==> config.mk <==
export PLATFORM = sky130hd
export DESIGN_NAME = l1_l2_request_arbiter_flat
export DESIGN_NICKNAME = d
export VERILOG_FILES = /design/src/rtl/l1_l2_request_arbiter_if.sv /design/src/rtl/l1_l2_request_arbiter.sv /design/src/flat_wrapper.sv
export SDC_FILE = /design/constraint.sdc
export NUM_CORES = 1
export LEC_CHECK = 0
export ABC_AREA = 1
export CELL_PAD_IN_SITES_DETAIL_PLACEMENT = 1
export CELL_PAD_IN_SITES_GLOBAL_PLACEMENT = 1
export CORE_ASPECT_RATIO = 0.7
export CORE_MARGIN = 2
export CORE_UTILIZATION = 31
export DETAILED_ROUTE_END_ITERATION = 12
export PLACE_DENSITY_LB_ADDON = 0.1
export SYNTH_ARGS = -nofsm -noshare
export SYNTH_HDL_FRONTEND = slang
export SYNTH_SLANG_ARGS = --single-unit
==> constraint.sdc <==
create_clock -name clk -period 3.1 [get_ports clk]
set_input_delay 0.62 -clock clk [delete_from_list [all_inputs] [get_ports clk]]
set_output_delay 0.62 -clock clk [all_outputs]
set_load 0.03 [all_outputs]
==> src/rtl/l1_l2_request_arbiter_if.sv <==
`default_nettype none
// ============================================================================
// l1_l2_request_arbiter_if : L1 I/D request, L2 channel and eviction bundle
// Revision: 1.0
// ============================================================================
interface l1_l2_request_arbiter_if #(
   parameter int ADDRESS_WIDTH = 32,
   parameter int CNT_WIDTH     = 16
);
   logic                     i_req_valid;
   logic [ADDRESS_WIDTH-1:0] i_req_addr;
   logic                     i_req_ready;
   logic                     d_req_valid;
   logic                     d_req_write;
   logic [ADDRESS_WIDTH-1:0] d_req_addr;
   logic                     d_req_ready;
   logic                     l2_req_valid;
   logic                     l2_req_ready;
   logic                     l2_req_write;
   logic [ADDRESS_WIDTH-1:0] l2_req_addr;
   logic                     l2_req_src;
   logic                     l2_resp_valid;
   logic                     i_resp_valid;
   logic                     d_resp_valid;
   logic                     l2_evict_valid;
   logic [ADDRESS_WIDTH-1:0] l2_evict_addr;
   logic                     d_evict_valid;
   logic [ADDRESS_WIDTH-1:0] d_evict_addr;
   logic [CNT_WIDTH-1:0]     i_grant_count;
   logic [CNT_WIDTH-1:0]     d_grant_count;
   logic                     busy;

   modport slave (
      input  i_req_valid, i_req_addr, d_req_valid, d_req_write, d_req_addr,
             l2_req_ready, l2_resp_valid, l2_evict_valid, l2_evict_addr,
      output i_req_ready, d_req_ready, l2_req_valid, l2_req_write, l2_req_addr,
             l2_req_src, i_resp_valid, d_resp_valid, d_evict_valid, d_evict_addr,
             i_grant_count, d_grant_count, busy
   );

   modport master (
      output i_req_valid, i_req_addr, d_req_valid, d_req_write, d_req_addr,
             l2_req_ready, l2_resp_valid, l2_evict_valid, l2_evict_addr,
      input  i_req_ready, d_req_ready, l2_req_valid, l2_req_write, l2_req_addr,
             l2_req_src, i_resp_valid, d_resp_valid, d_evict_valid, d_evict_addr,
             i_grant_count, d_grant_count, busy
   );
endinterface
`default_nettype wire

==> src/rtl/l1_l2_request_arbiter.sv <==
`default_nettype none
// ============================================================================
// l1_l2_request_arbiter : round-robin I/D arbiter onto a single-outstanding L2
// Revision: 1.0
// ============================================================================
module l1_l2_request_arbiter #(
   parameter int ADDRESS_WIDTH = 32,
   parameter int CNT_WIDTH     = 16
) (
   input  wire logic              clk,
   input  wire logic              rst,
   l1_l2_request_arbiter_if.slave bus
);
   localparam logic [1:0]           c_IDLE    = 2'd0;
   localparam logic [1:0]           c_ISSUE   = 2'd1;
   localparam logic [1:0]           c_WAIT    = 2'd2;
   localparam logic [1:0]           c_RESP    = 2'd3;
   localparam logic [CNT_WIDTH-1:0] c_CNT_MAX = '1;
   localparam logic [CNT_WIDTH-1:0] c_CNT_ONE = {{(CNT_WIDTH-1){1'b0}}, 1'b1};

   logic [1:0]               state_q, state_d;
   logic                     last_src_q, last_src_d;
   logic [ADDRESS_WIDTH-1:0] addr_q, addr_d;
   logic                     write_q, write_d;
   logic                     src_q, src_d;
   logic [CNT_WIDTH-1:0]     i_cnt_q, i_cnt_d;
   logic [CNT_WIDTH-1:0]     d_cnt_q, d_cnt_d;
   logic                     evict_valid_q, evict_valid_d;
   logic [ADDRESS_WIDTH-1:0] evict_addr_q, evict_addr_d;

   logic w_idle;
   logic w_grant_i;
   logic w_grant_d;
   logic w_accept_i;
   logic w_accept_d;

   // On a tie the requester that did not win last time is chosen
   assign w_idle     = (state_q == c_IDLE) && !rst;
   assign w_grant_i  = bus.i_req_valid && (!bus.d_req_valid || last_src_q);
   assign w_grant_d  = bus.d_req_valid && (!bus.i_req_valid || !last_src_q);
   assign w_accept_i = w_idle && w_grant_i;
   assign w_accept_d = w_idle && w_grant_d;

   always_ff @(posedge clk) begin
      if (rst) begin
         state_q       <= c_IDLE;
         last_src_q    <= 1'b1;
         addr_q        <= '0;
         write_q       <= 1'b0;
         src_q         <= 1'b0;
         i_cnt_q       <= '0;
         d_cnt_q       <= '0;
         evict_valid_q <= 1'b0;
         evict_addr_q  <= '0;
      end else begin
         state_q       <= state_d;
         last_src_q    <= last_src_d;
         addr_q        <= addr_d;
         write_q       <= write_d;
         src_q         <= src_d;
         i_cnt_q       <= i_cnt_d;
         d_cnt_q       <= d_cnt_d;
         evict_valid_q <= evict_valid_d;
         evict_addr_q  <= evict_addr_d;
      end
   end

   always_comb begin
      state_d       = state_q;
      last_src_d    = last_src_q;
      addr_d        = addr_q;
      write_d       = write_q;
      src_d         = src_q;
      i_cnt_d       = i_cnt_q;
      d_cnt_d       = d_cnt_q;
      evict_valid_d = bus.l2_evict_valid;
      evict_addr_d  = bus.l2_evict_addr;
      case (state_q)
         c_IDLE: begin
            if (w_accept_i) begin
               addr_d     = bus.i_req_addr;
               write_d    = 1'b0;
               src_d      = 1'b0;
               last_src_d = 1'b0;
               if (i_cnt_q != c_CNT_MAX) i_cnt_d = i_cnt_q + c_CNT_ONE;
               state_d    = c_ISSUE;
            end else if (w_accept_d) begin
               addr_d     = bus.d_req_addr;
               write_d    = bus.d_req_write;
               src_d      = 1'b1;
               last_src_d = 1'b1;
               if (d_cnt_q != c_CNT_MAX) d_cnt_d = d_cnt_q + c_CNT_ONE;
               state_d    = c_ISSUE;
            end
         end
         c_ISSUE: begin
            // Writes carry no returned data, so they complete on the handshake
            if (bus.l2_req_ready) state_d = write_q ? c_RESP : c_WAIT;
         end
         c_WAIT: begin
            if (bus.l2_resp_valid) state_d = c_RESP;
         end
         c_RESP: begin
            state_d = c_IDLE;
         end
         default: begin
            state_d = c_IDLE;
         end
      endcase
   end

   always_comb begin
      bus.i_req_ready   = w_accept_i;
      bus.d_req_ready   = w_accept_d;
      bus.l2_req_valid  = (state_q == c_ISSUE);
      bus.l2_req_write  = write_q;
      bus.l2_req_addr   = addr_q;
      bus.l2_req_src    = src_q;
      bus.i_resp_valid  = (state_q == c_RESP) && !src_q;
      bus.d_resp_valid  = (state_q == c_RESP) && src_q;
      bus.d_evict_valid = evict_valid_q;
      bus.d_evict_addr  = evict_addr_q;
      bus.i_grant_count = i_cnt_q;
      bus.d_grant_count = d_cnt_q;
      bus.busy          = (state_q != c_IDLE);
   end
endmodule
`default_nettype wire

==> src/flat_wrapper.sv <==
// flat-port wrapper written by rule: the top's interface ports become plain ports
module l1_l2_request_arbiter_flat 
#(
   parameter int ADDRESS_WIDTH = 32,
   parameter int CNT_WIDTH     = 16
)
  (clk, rst, bus_i_req_valid, bus_i_req_addr, bus_d_req_valid, bus_d_req_write, bus_d_req_addr, bus_l2_req_ready, bus_l2_resp_valid, bus_l2_evict_valid, bus_l2_evict_addr, bus_i_req_ready, bus_d_req_ready, bus_l2_req_valid, bus_l2_req_write, bus_l2_req_addr, bus_l2_req_src, bus_i_resp_valid, bus_d_resp_valid, bus_d_evict_valid, bus_d_evict_addr, bus_i_grant_count, bus_d_grant_count, bus_busy);
  l1_l2_request_arbiter_if #(.ADDRESS_WIDTH(ADDRESS_WIDTH), .CNT_WIDTH(CNT_WIDTH)) bus_i ();
  input  wire logic clk;
  input  wire logic rst;
  input wire logic [$bits(bus_i.i_req_valid)-1:0] bus_i_req_valid;
  input wire logic [$bits(bus_i.i_req_addr)-1:0] bus_i_req_addr;
  input wire logic [$bits(bus_i.d_req_valid)-1:0] bus_d_req_valid;
  input wire logic [$bits(bus_i.d_req_write)-1:0] bus_d_req_write;
  input wire logic [$bits(bus_i.d_req_addr)-1:0] bus_d_req_addr;
  input wire logic [$bits(bus_i.l2_req_ready)-1:0] bus_l2_req_ready;
  input wire logic [$bits(bus_i.l2_resp_valid)-1:0] bus_l2_resp_valid;
  input wire logic [$bits(bus_i.l2_evict_valid)-1:0] bus_l2_evict_valid;
  input wire logic [$bits(bus_i.l2_evict_addr)-1:0] bus_l2_evict_addr;
  output wire logic [$bits(bus_i.i_req_ready)-1:0] bus_i_req_ready;
  output wire logic [$bits(bus_i.d_req_ready)-1:0] bus_d_req_ready;
  output wire logic [$bits(bus_i.l2_req_valid)-1:0] bus_l2_req_valid;
  output wire logic [$bits(bus_i.l2_req_write)-1:0] bus_l2_req_write;
  output wire logic [$bits(bus_i.l2_req_addr)-1:0] bus_l2_req_addr;
  output wire logic [$bits(bus_i.l2_req_src)-1:0] bus_l2_req_src;
  output wire logic [$bits(bus_i.i_resp_valid)-1:0] bus_i_resp_valid;
  output wire logic [$bits(bus_i.d_resp_valid)-1:0] bus_d_resp_valid;
  output wire logic [$bits(bus_i.d_evict_valid)-1:0] bus_d_evict_valid;
  output wire logic [$bits(bus_i.d_evict_addr)-1:0] bus_d_evict_addr;
  output wire logic [$bits(bus_i.i_grant_count)-1:0] bus_i_grant_count;
  output wire logic [$bits(bus_i.d_grant_count)-1:0] bus_d_grant_count;
  output wire logic [$bits(bus_i.busy)-1:0] bus_busy;
  assign bus_i.i_req_valid = bus_i_req_valid;
  assign bus_i.i_req_addr = bus_i_req_addr;
  assign bus_i.d_req_valid = bus_d_req_valid;
  assign bus_i.d_req_write = bus_d_req_write;
  assign bus_i.d_req_addr = bus_d_req_addr;
  assign bus_i.l2_req_ready = bus_l2_req_ready;
  assign bus_i.l2_resp_valid = bus_l2_resp_valid;
  assign bus_i.l2_evict_valid = bus_l2_evict_valid;
  assign bus_i.l2_evict_addr = bus_l2_evict_addr;
  assign bus_i_req_ready = bus_i.i_req_ready;
  assign bus_d_req_ready = bus_i.d_req_ready;
  assign bus_l2_req_valid = bus_i.l2_req_valid;
  assign bus_l2_req_write = bus_i.l2_req_write;
  assign bus_l2_req_addr = bus_i.l2_req_addr;
  assign bus_l2_req_src = bus_i.l2_req_src;
  assign bus_i_resp_valid = bus_i.i_resp_valid;
  assign bus_d_resp_valid = bus_i.d_resp_valid;
  assign bus_d_evict_valid = bus_i.d_evict_valid;
  assign bus_d_evict_addr = bus_i.d_evict_addr;
  assign bus_i_grant_count = bus_i.i_grant_count;
  assign bus_d_grant_count = bus_i.d_grant_count;
  assign bus_busy = bus_i.busy;
  l1_l2_request_arbiter #(.ADDRESS_WIDTH(ADDRESS_WIDTH), .CNT_WIDTH(CNT_WIDTH)) u_core (.clk(clk), .rst(rst), .bus(bus_i));
endmodule
==> out/qor.csv, run 1 <==
stage,metric,value,unit
pwr,cell_internal_pwr,2.78,mW
timing,finalMaxSlewViolations,0,
clocking,post_cts_resized,0,
global_route,grt_pass1_wl,26.7,mm
timing,finalSetupViolCount,0,
floorplanning,design.die.area,16100,sq um
clocking,tritoncts,built,
clocking,clock_latency,0.36,ns
global_route,antenna_found_initial,0,
global_route,grt_use_total,21.1,%
worst_setup_path,startpoint_type,flop,
clocking,cts.path.max_buffers,2,
routing,drt-initial-drc-count,169,
finish,num_antenna_cells,0,
flow_run,max_cap_violation_count,0,
yosys,synth_compound_area_share,8.80,%
worst_setup_path,worst-endpoint-arrival,2.84,ns
finish,postLayoutCellArea,7230,sq um
finish,layout.area.seq,2040,sq um
timing,worst-slew-pin-transition,1.08,ns
floorplanning,dieHeight,107,microns
pwr,total_leakage_power,3.07,nW
min_path,min_path_type,reg2reg,
routing,total_vias_in_the_final_route,5030,
clocking,clock-sinks,102,
timing,fin_crit,2.58,ns
placed_design,hpwl,12.4,mm
timing,fin_tns_setup,0,ns
routing,antenna_left,0,
floorplanning,floorplan.io_pins,209,
timing,skew,0.0106,ns
yosys,synth_xor_xnor_area_share,1.68,%
routing,drc_errors,0,
clocking,number_of_buffers_added_by_the_clock_tree_synthesis_step,9,
pwr,power.switching,1.59,mW
timing,grt_setup_unrepaired,no,
floorplanning,floorplan.initialDensity,31.8,%
pwr,power_switching_share,36.3,%
pwr,p_comb_share,34.4,%
clocking,cts_hold_repair.buffers,0,
yosys,muxShareOfSynthArea,0,%
pwr,pwr-share-clk,29.8,%
routing,route.detailed.wl_per_inst,15.5,microns
yosys,synth_async_sr_flop_share,0,%
timing,hold_violations,0,
placed_design,post_dp_cell_area,6890,sq um
worst_setup_path,timing.critical_path.required,3.35,ns
floorplanning,core-area,14700,sq um
clocking,cts.reportedPaths.clkPinSlew,0.08,ns
clocking,post_cts_buffers,0,
pwr,share_seq_of_total_power,35.9,%
routing,via_per_inst,4.71,
pwr,power_per_cell_area,603,nW/um^2
pwr,peakVddDrop,301,uV
yosys,syn-mean-instance-area,6.98,sq um
yosys,largest_family_of_logic_cells_by_synthesized_area,simple AND/OR/NAND/NOR gates,
yosys,synthesized_flop_and_latch_total,102,
yosys,synthesis.instances,670,
finish,post_route_cells_drive_above_1_share,5.27,%
run_status,status,finished clean,
finish,area_growth,54.6,%
floorplanning,chipWidth,151,microns
yosys,synth_enable_flop_cells,0,
yosys,yosys.area_share.simple,32.5,%
yosys,synthesis.area,4680,sq um
worst_setup_path,path_max_fanout,64,
floorplanning,fp-row-count,37,
routing,aggregate_routed_wire_length,16.6,mm
yosys,yosys_warnings,0,
yosys,post_synth_num_cell_types,28,
timing,max_freq,0.387,GHz
global_route,grt_max_degree,65,
placed_design,io_buffers,208,
routing,tritonroute_pass_1_iters,4,
yosys,synth.net_count,781,
yosys,share_of_the_yosys_chip_area_belonging_to_registers,43.6,%
clocking,cts_max_level,3,
timing,relative_slew_slack,28.1,%
global_route,number_of_global_route_vias_before_repair,5377,
global_route,remaining_overflow_grt,0,
finish,n_fill_cell,1811,
finish,final_design_utilization,49.1,%
placed_design,globalplace.congestion,0.799,
timing,min_period_over_period,83.3,%
finish,layout_nets,979,
worst_setup_path,timing_worst_setup_path_type,reg2reg,
yosys,synth-adder-area-share,1.87,%
finish,multi_input_area,2100,sq um
yosys,postSynth.topFlopCell,dfxtp_1,
clocking,clock_tree.root_cell,clkbuf_16,
worst_setup_path,kind_of_capture_point_of_the_worst_setup_path,flop,
synth_stat cells (all sizes together), types with 5 or more instances:
cell | instances | area share, %
inv | 102 | 8.2
nor2 | 87 | 7.7
ha | 7 | 1.9
o21ai | 5 | 0.53
nand3 | 63 | 7.0
clkbuf | 10 | 0.80
xnor2 | 5 | 0.94
dfxtp | 102 | 44
a21oi | 26 | 2.9
nand4 | 8 | 1.1
nand2 | 190 | 15
o211ai | 32 | 5.1
buf | 18 | 2.5
final cells by class:
| type | count | share of cell area (%) |
|---|---|---|
| timing repair buffer | 215 | 29.4 |
| multi-input combinational | 438 | 29.1 |
| sequential | 102 | 28.2 |
| inverter | 102 | 5.30 |
| tap | 195 | 3.37 |
| clock buffer | 9 | 3.11 |
| clock inverter | 7 | 1.54 |
critical path: stages (launching register included):
cell and delay (ns):
dfxtp_1 0.37, inv_1 0.12, ha_1 0.22, inv_2 0.05
nor2_2 0.10, nand2_1 0.12, nor2_4 0.14, nor2_1 0.09
inv_2 0.76, nand3_1 0.22, o211ai_1 0.18, inv_1 0.06
metal layers:
layer / vias up / track usage [%] / part of all wire, %
li1: 2487 / - / -
met1: 2383 / 24.0 / 42
met2: 135 / 35.9 / 48
met3: 25 / 8.85 / 8.3
met4: 0 / 6.81 / 2.1
met5: - / 0 / 0
placed cells by master (no fill, tap or decap), types with 9 or more instances in the layout:
cell type	netlist	layout
clkdlybuf4s50_1	0	205
nor2_1	80	80
buf_4	9	9
o211ai_1	32	32
nand2_1	187	187
nand3_1	61	61
clkbuf_16	0	9
inv_1	97	97
dfxtp_1	102	102
a21oi_1	25	25
registers in the layout, indices dropped and copies added, names as in the netlist:
signal and cells:
u_core.bus.i_grant_count 16, u_core.bus.l2_req_write 1, u_core.bus.l2_req_addr 32, u_core.last_src_q 1, u_core.state_q 2, u_core.bus.l2_req_src 1
u_core.bus.d_grant_count 16, u_core.bus.d_evict_valid 1, u_core.bus.d_evict_addr 32
logic make-up (layout without fill, tap and decap cells):
group	count (synthesis)	in the layout
and+or+nand+nor	357	357
buffers and inverters	130	333
DFF	102	102
AOI/OAI and AO/OA	65	65
xor gates and xnor gates	9	9
adders and majority gates	7	7
worst paths after layout:
kind | to | slack (ns) | cells past startpoint | from
worst min-delay path | u_core.last_src_q | 0.49 | 2 | u_core.last_src_q
worst max-delay path | u_core.bus.l2_req_addr[17] | 0.52 | 11 | u_core.state_q[0]
worst min register to register | u_core.last_src_q | 0.49 | 2 | u_core.last_src_q
worst max register to register | u_core.bus.l2_req_addr[17] | 0.52 | 11 | u_core.state_q[0]
through the flow:
stage / total power [mW] / instances / hold slack (ns) / worst slack, ns
floorplan: 2.48 / 670 / 0.451 / 1.02
global placement: 3.05 / 1052 / 0.478 / 0.494
detailed placement: 3.10 / 1052 / 0.482 / 0.288
CTS: 4.42 / 1068 / 0.499 / 0.523
global route: 4.60 / 1068 / 0.517 / 0.228
finish: 4.36 / 1068 / 0.494 / 0.516
power by group through the flow:
stage / combinational (mW) / sequential (mW) / clock, mW
after CTS: 1.52 / 1.57 / 1.33
after floorplan: 0.640 / 1.84 / 0
after global placement: 1.46 / 1.59 / 0
final: 1.50 / 1.57 / 1.30
after detailed placement: 1.51 / 1.59 / 0
after global routing: 1.64 / 1.58 / 1.38
No activity file was read; power rests on OpenSTA's default activity.
==> inputs of run 2 (changes only) <==
--- a/config.mk
+++ b/config.mk
@@ -10,7 +10,7 @@
 export CELL_PAD_IN_SITES_GLOBAL_PLACEMENT = 1
 export CORE_ASPECT_RATIO = 0.7
 export CORE_MARGIN = 2
-export CORE_UTILIZATION = 31
+export CORE_UTILIZATION = 28
 export DETAILED_ROUTE_END_ITERATION = 12
 export PLACE_DENSITY_LB_ADDON = 0.1
 export SYNTH_ARGS = -nofsm -noshare
==> constraint.sdc (replaced) <==
create_clock -name clk -period 2.7 [get_ports clk]
set_input_delay 0.54 -clock clk [delete_from_list [all_inputs] [get_ports clk]]
set_output_delay 0.54 -clock clk [all_outputs]
set_load 0.03 [all_outputs]
==> run 2 against run 1 <==
Sequential power is 14% higher. Final cell count increased by 2.7%. Power increased by 11%. Die area is 10% higher. Setup slack lost 0.28 ns. Hold slack lost 0.033 ns. First-iteration DRC count unchanged. Non-clock buffer count is 1 lower. Critical path depth decreased by 7. Clock-buffer cell count did not move. Utilization fell by 4.8 points. Cell area grew 0.24%.
==> out/qor.csv, run 2 (synthesis results as in run 1) <==
stage,metric,value,unit,change
timing,grt_setup_unrepaired,no,,unchanged
finish,post_route_cells_drive_above_1_share,5.16,%,was 5.27%
routing,drt-initial-drc-count,169,,unchanged
clocking,clock_latency,0.35,ns,was 0.36 ns
worst_setup_path,timing.critical_path.required,2.16,ns,was 3.35 ns
timing,fin_crit,2.46,ns,
placed_design,hpwl,12.3,mm,was 12.4 mm
worst_setup_path,critical_path.reg2reg.endpoint,u_core.bus.i_grant_count[11],,was u_core.bus.l2_req_addr[17]
floorplanning,fp-row-count,39,,was 37
placed_design,io_buffers,208,,unchanged
timing,finalMaxSlewViolations,0,,unchanged
worst_setup_path,rr_worst_depth,10,,was 11
finish,area_growth,54.9,%,was 54.6%
timing,skew,0.00841,ns,was 0.0106 ns
routing,aggregate_routed_wire_length,15.9,mm,was 16.6 mm
pwr,peakVddDrop,292,uV,was 301 uV
clocking,cts_max_level,3,,unchanged
clocking,cts.reportedPaths.clkPinSlew,0.07,ns,was 0.08 ns
routing,drc_errors,0,,unchanged
global_route,grt_max_degree,65,,unchanged
clocking,cts.path.max_buffers,2,,unchanged
min_path,worst_hold_path.num_cells,2,,unchanged
worst_setup_path,worst-endpoint-arrival,1.92,ns,was 2.84 ns
flow_run,max_cap_violation_count,0,,unchanged
global_route,grt_pass1_wl,25.5,mm,was 26.7 mm
clocking,post_cts_buffers,0,,unchanged
min_path,holdCritStartpoint,rst,,was u_core.last_src_q
routing,via_per_inst,4.49,,was 4.71
floorplanning,core-area,16300,sq um,"was 14,700 sq um"
finish,postLayoutCellArea,7250,sq um,was 7230 sq um
min_path,min_path_type,in2reg,,was reg2reg
placed_design,globalplace.congestion,0.779,,was 0.799
floorplanning,floorplan.initialDensity,28.6,%,was 31.8%
global_route,remaining_overflow_grt,0,,unchanged
finish,final_cell_mix,"205 x clkdlybuf4s50_1, 187 x nand2_1, 102 x dfxtp_1",,unchanged
pwr,power_per_cell_area,667,nW/um^2,was 603 nW/um^2
clocking,number_of_buffers_added_by_the_clock_tree_synthesis_step,9,,unchanged
worst_setup_path,path_max_fanout,6,,was 64
timing,max_freq,0.406,GHz,
routing,total_vias_in_the_final_route,4922,,"was 5,030"
routing,route.detailed.wl_per_inst,14.5,microns,was 15.5 microns
timing,min_period_over_period,91.1,%,
routing,tritonroute_pass_1_iters,4,,unchanged
worst_setup_path,timing_worst_setup_path_type,reg2out,,was reg2reg
timing,hold_violations,0,,unchanged
floorplanning,design.die.area,17800,sq um,"was 16,100 sq um"
timing,worst-slew-pin-transition,0.635,ns,was 1.08 ns
finish,layout_nets,978,,was 979
worst_setup_path,rrSetupSlack,0.59,ns,was 0.52 ns
global_route,number_of_global_route_vias_before_repair,4932,,"was 5,377"
global_route,antenna_found_initial,0,,unchanged
placed_design,post_dp_cell_area,6950,sq um,was 6890 sq um
timing,finalSetupViolCount,0,,unchanged
clocking,cts_hold_repair.buffers,0,,unchanged
clocking,tritoncts,built,,unchanged
finish,num_antenna_cells,0,,unchanged
global_route,grt_use_total,18.4,%,was 21.1%
run_status,status,finished clean,,unchanged
routing,antenna_left,0,,unchanged
finish,layout.cells.most_common,clkdlybuf4s50_1,,unchanged
worst_setup_path,reg2reg_from,u_core.state_q[0],,unchanged
pwr,total_leakage_power,3.06,nW,was 3.07 nW
worst_setup_path,startpoint_type,flop,,unchanged
min_path,holdPathEnd,u_core.bus.i_grant_count[2],,was u_core.last_src_q
floorplanning,chipWidth,158,microns,was 151 microns
timing,fin_tns_setup,0,ns,unchanged
clocking,clock-sinks,102,,unchanged
timing,relative_slew_slack,57.7,%,was 28.1%
floorplanning,dieHeight,112,microns,was 107 microns
finish,n_fill_cell,2006,,"was 1,811"
clocking,post_cts_resized,0,,unchanged
pwr,power,4.83,mW,was 4.36 mW
clocking,clock_tree.root_cell,clkbuf_16,,unchanged
worst_setup_path,kind_of_capture_point_of_the_worst_setup_path,output pin,,was flop
floorplanning,floorplan.io_pins,209,,unchanged
==> run 2: cell types whose count changed in the layout (fill, tap and decap cells not counted), sizes merged <==
| cell | previous run | this run |
|---|---|---|
| buf | 10 | 9 |
| clkinv | 1 | 3 |
| bufinv | 2 | 0 |
==> run 2: power breakdown <==
group          switching (mW)  internal (mW)  total [mW]
Sequential              0.111           1.68        1.79
Clock                   0.651          0.657        1.31
Combinational            1.04          0.693        1.73
Total                    1.80           3.03        4.83
==> run 2: metrics by stage <==
stage	utilization [%]	cells	setup slack, ns	hold slack [ns]
final	44.3	1097	0.240	0.461
after global routing	44.3	1097	0.149	0.470
after CTS	44.3	1097	0.206	0.451
after detailed placement	42.5	1081	0.365	0.486
after global placement	42.5	1081	0.457	0.475
after floorplan	-	670	0.753	0.451
==> run 2: how the worst max path moves through the flow <==
stage	start	cells past startpoint	endpoint	slack, ns
after global placement	bus_d_req_valid	8	u_core.bus.d_grant_count[2]	0.46
after detailed placement	bus_d_req_valid	8	u_core.bus.d_grant_count[3]	0.36
after floorplan	u_core.state_q[0]	8	bus_i_req_ready	0.75
after global routing	u_core.state_q[0]	4	bus_i_resp_valid	0.15
after CTS	u_core.state_q[0]	4	bus_busy	0.21
final	u_core.state_q[0]	4	bus_busy	0.24
==> run 2: metal layers <==
metal / global-route usage [%] / vias to the layer above / share of wire (%)
met5: 0 / - / 0
met4: 3.42 / 0 / 0.71
met3: 8.61 / 9 / 9.2
met2: 29.7 / 125 / 46
met1: 22.6 / 2303 / 44
li1: - / 2485 / -
==> run 2: cell type report <==
cell class	instances	area (sq um)	area share [%]
Clock buffer	9	225	3.11
Clock inverter	7	73.8	1.02
Inverter	102	383	5.28
Multi-Input combinational cell	438	2100	29.0
Sequential cell	102	2040	28.2
Tap cell	225	282	3.88
Timing Repair Buffer	214	2140	29.6
==> run 2: worst max-delay path, cell delays in order (launching register included) <==
cell	delay (ns)
dfxtp_1	0.44
inv_1	0.13
ha_1	0.26
inv_2	0.08
clkdlybuf4s50_1	0.67
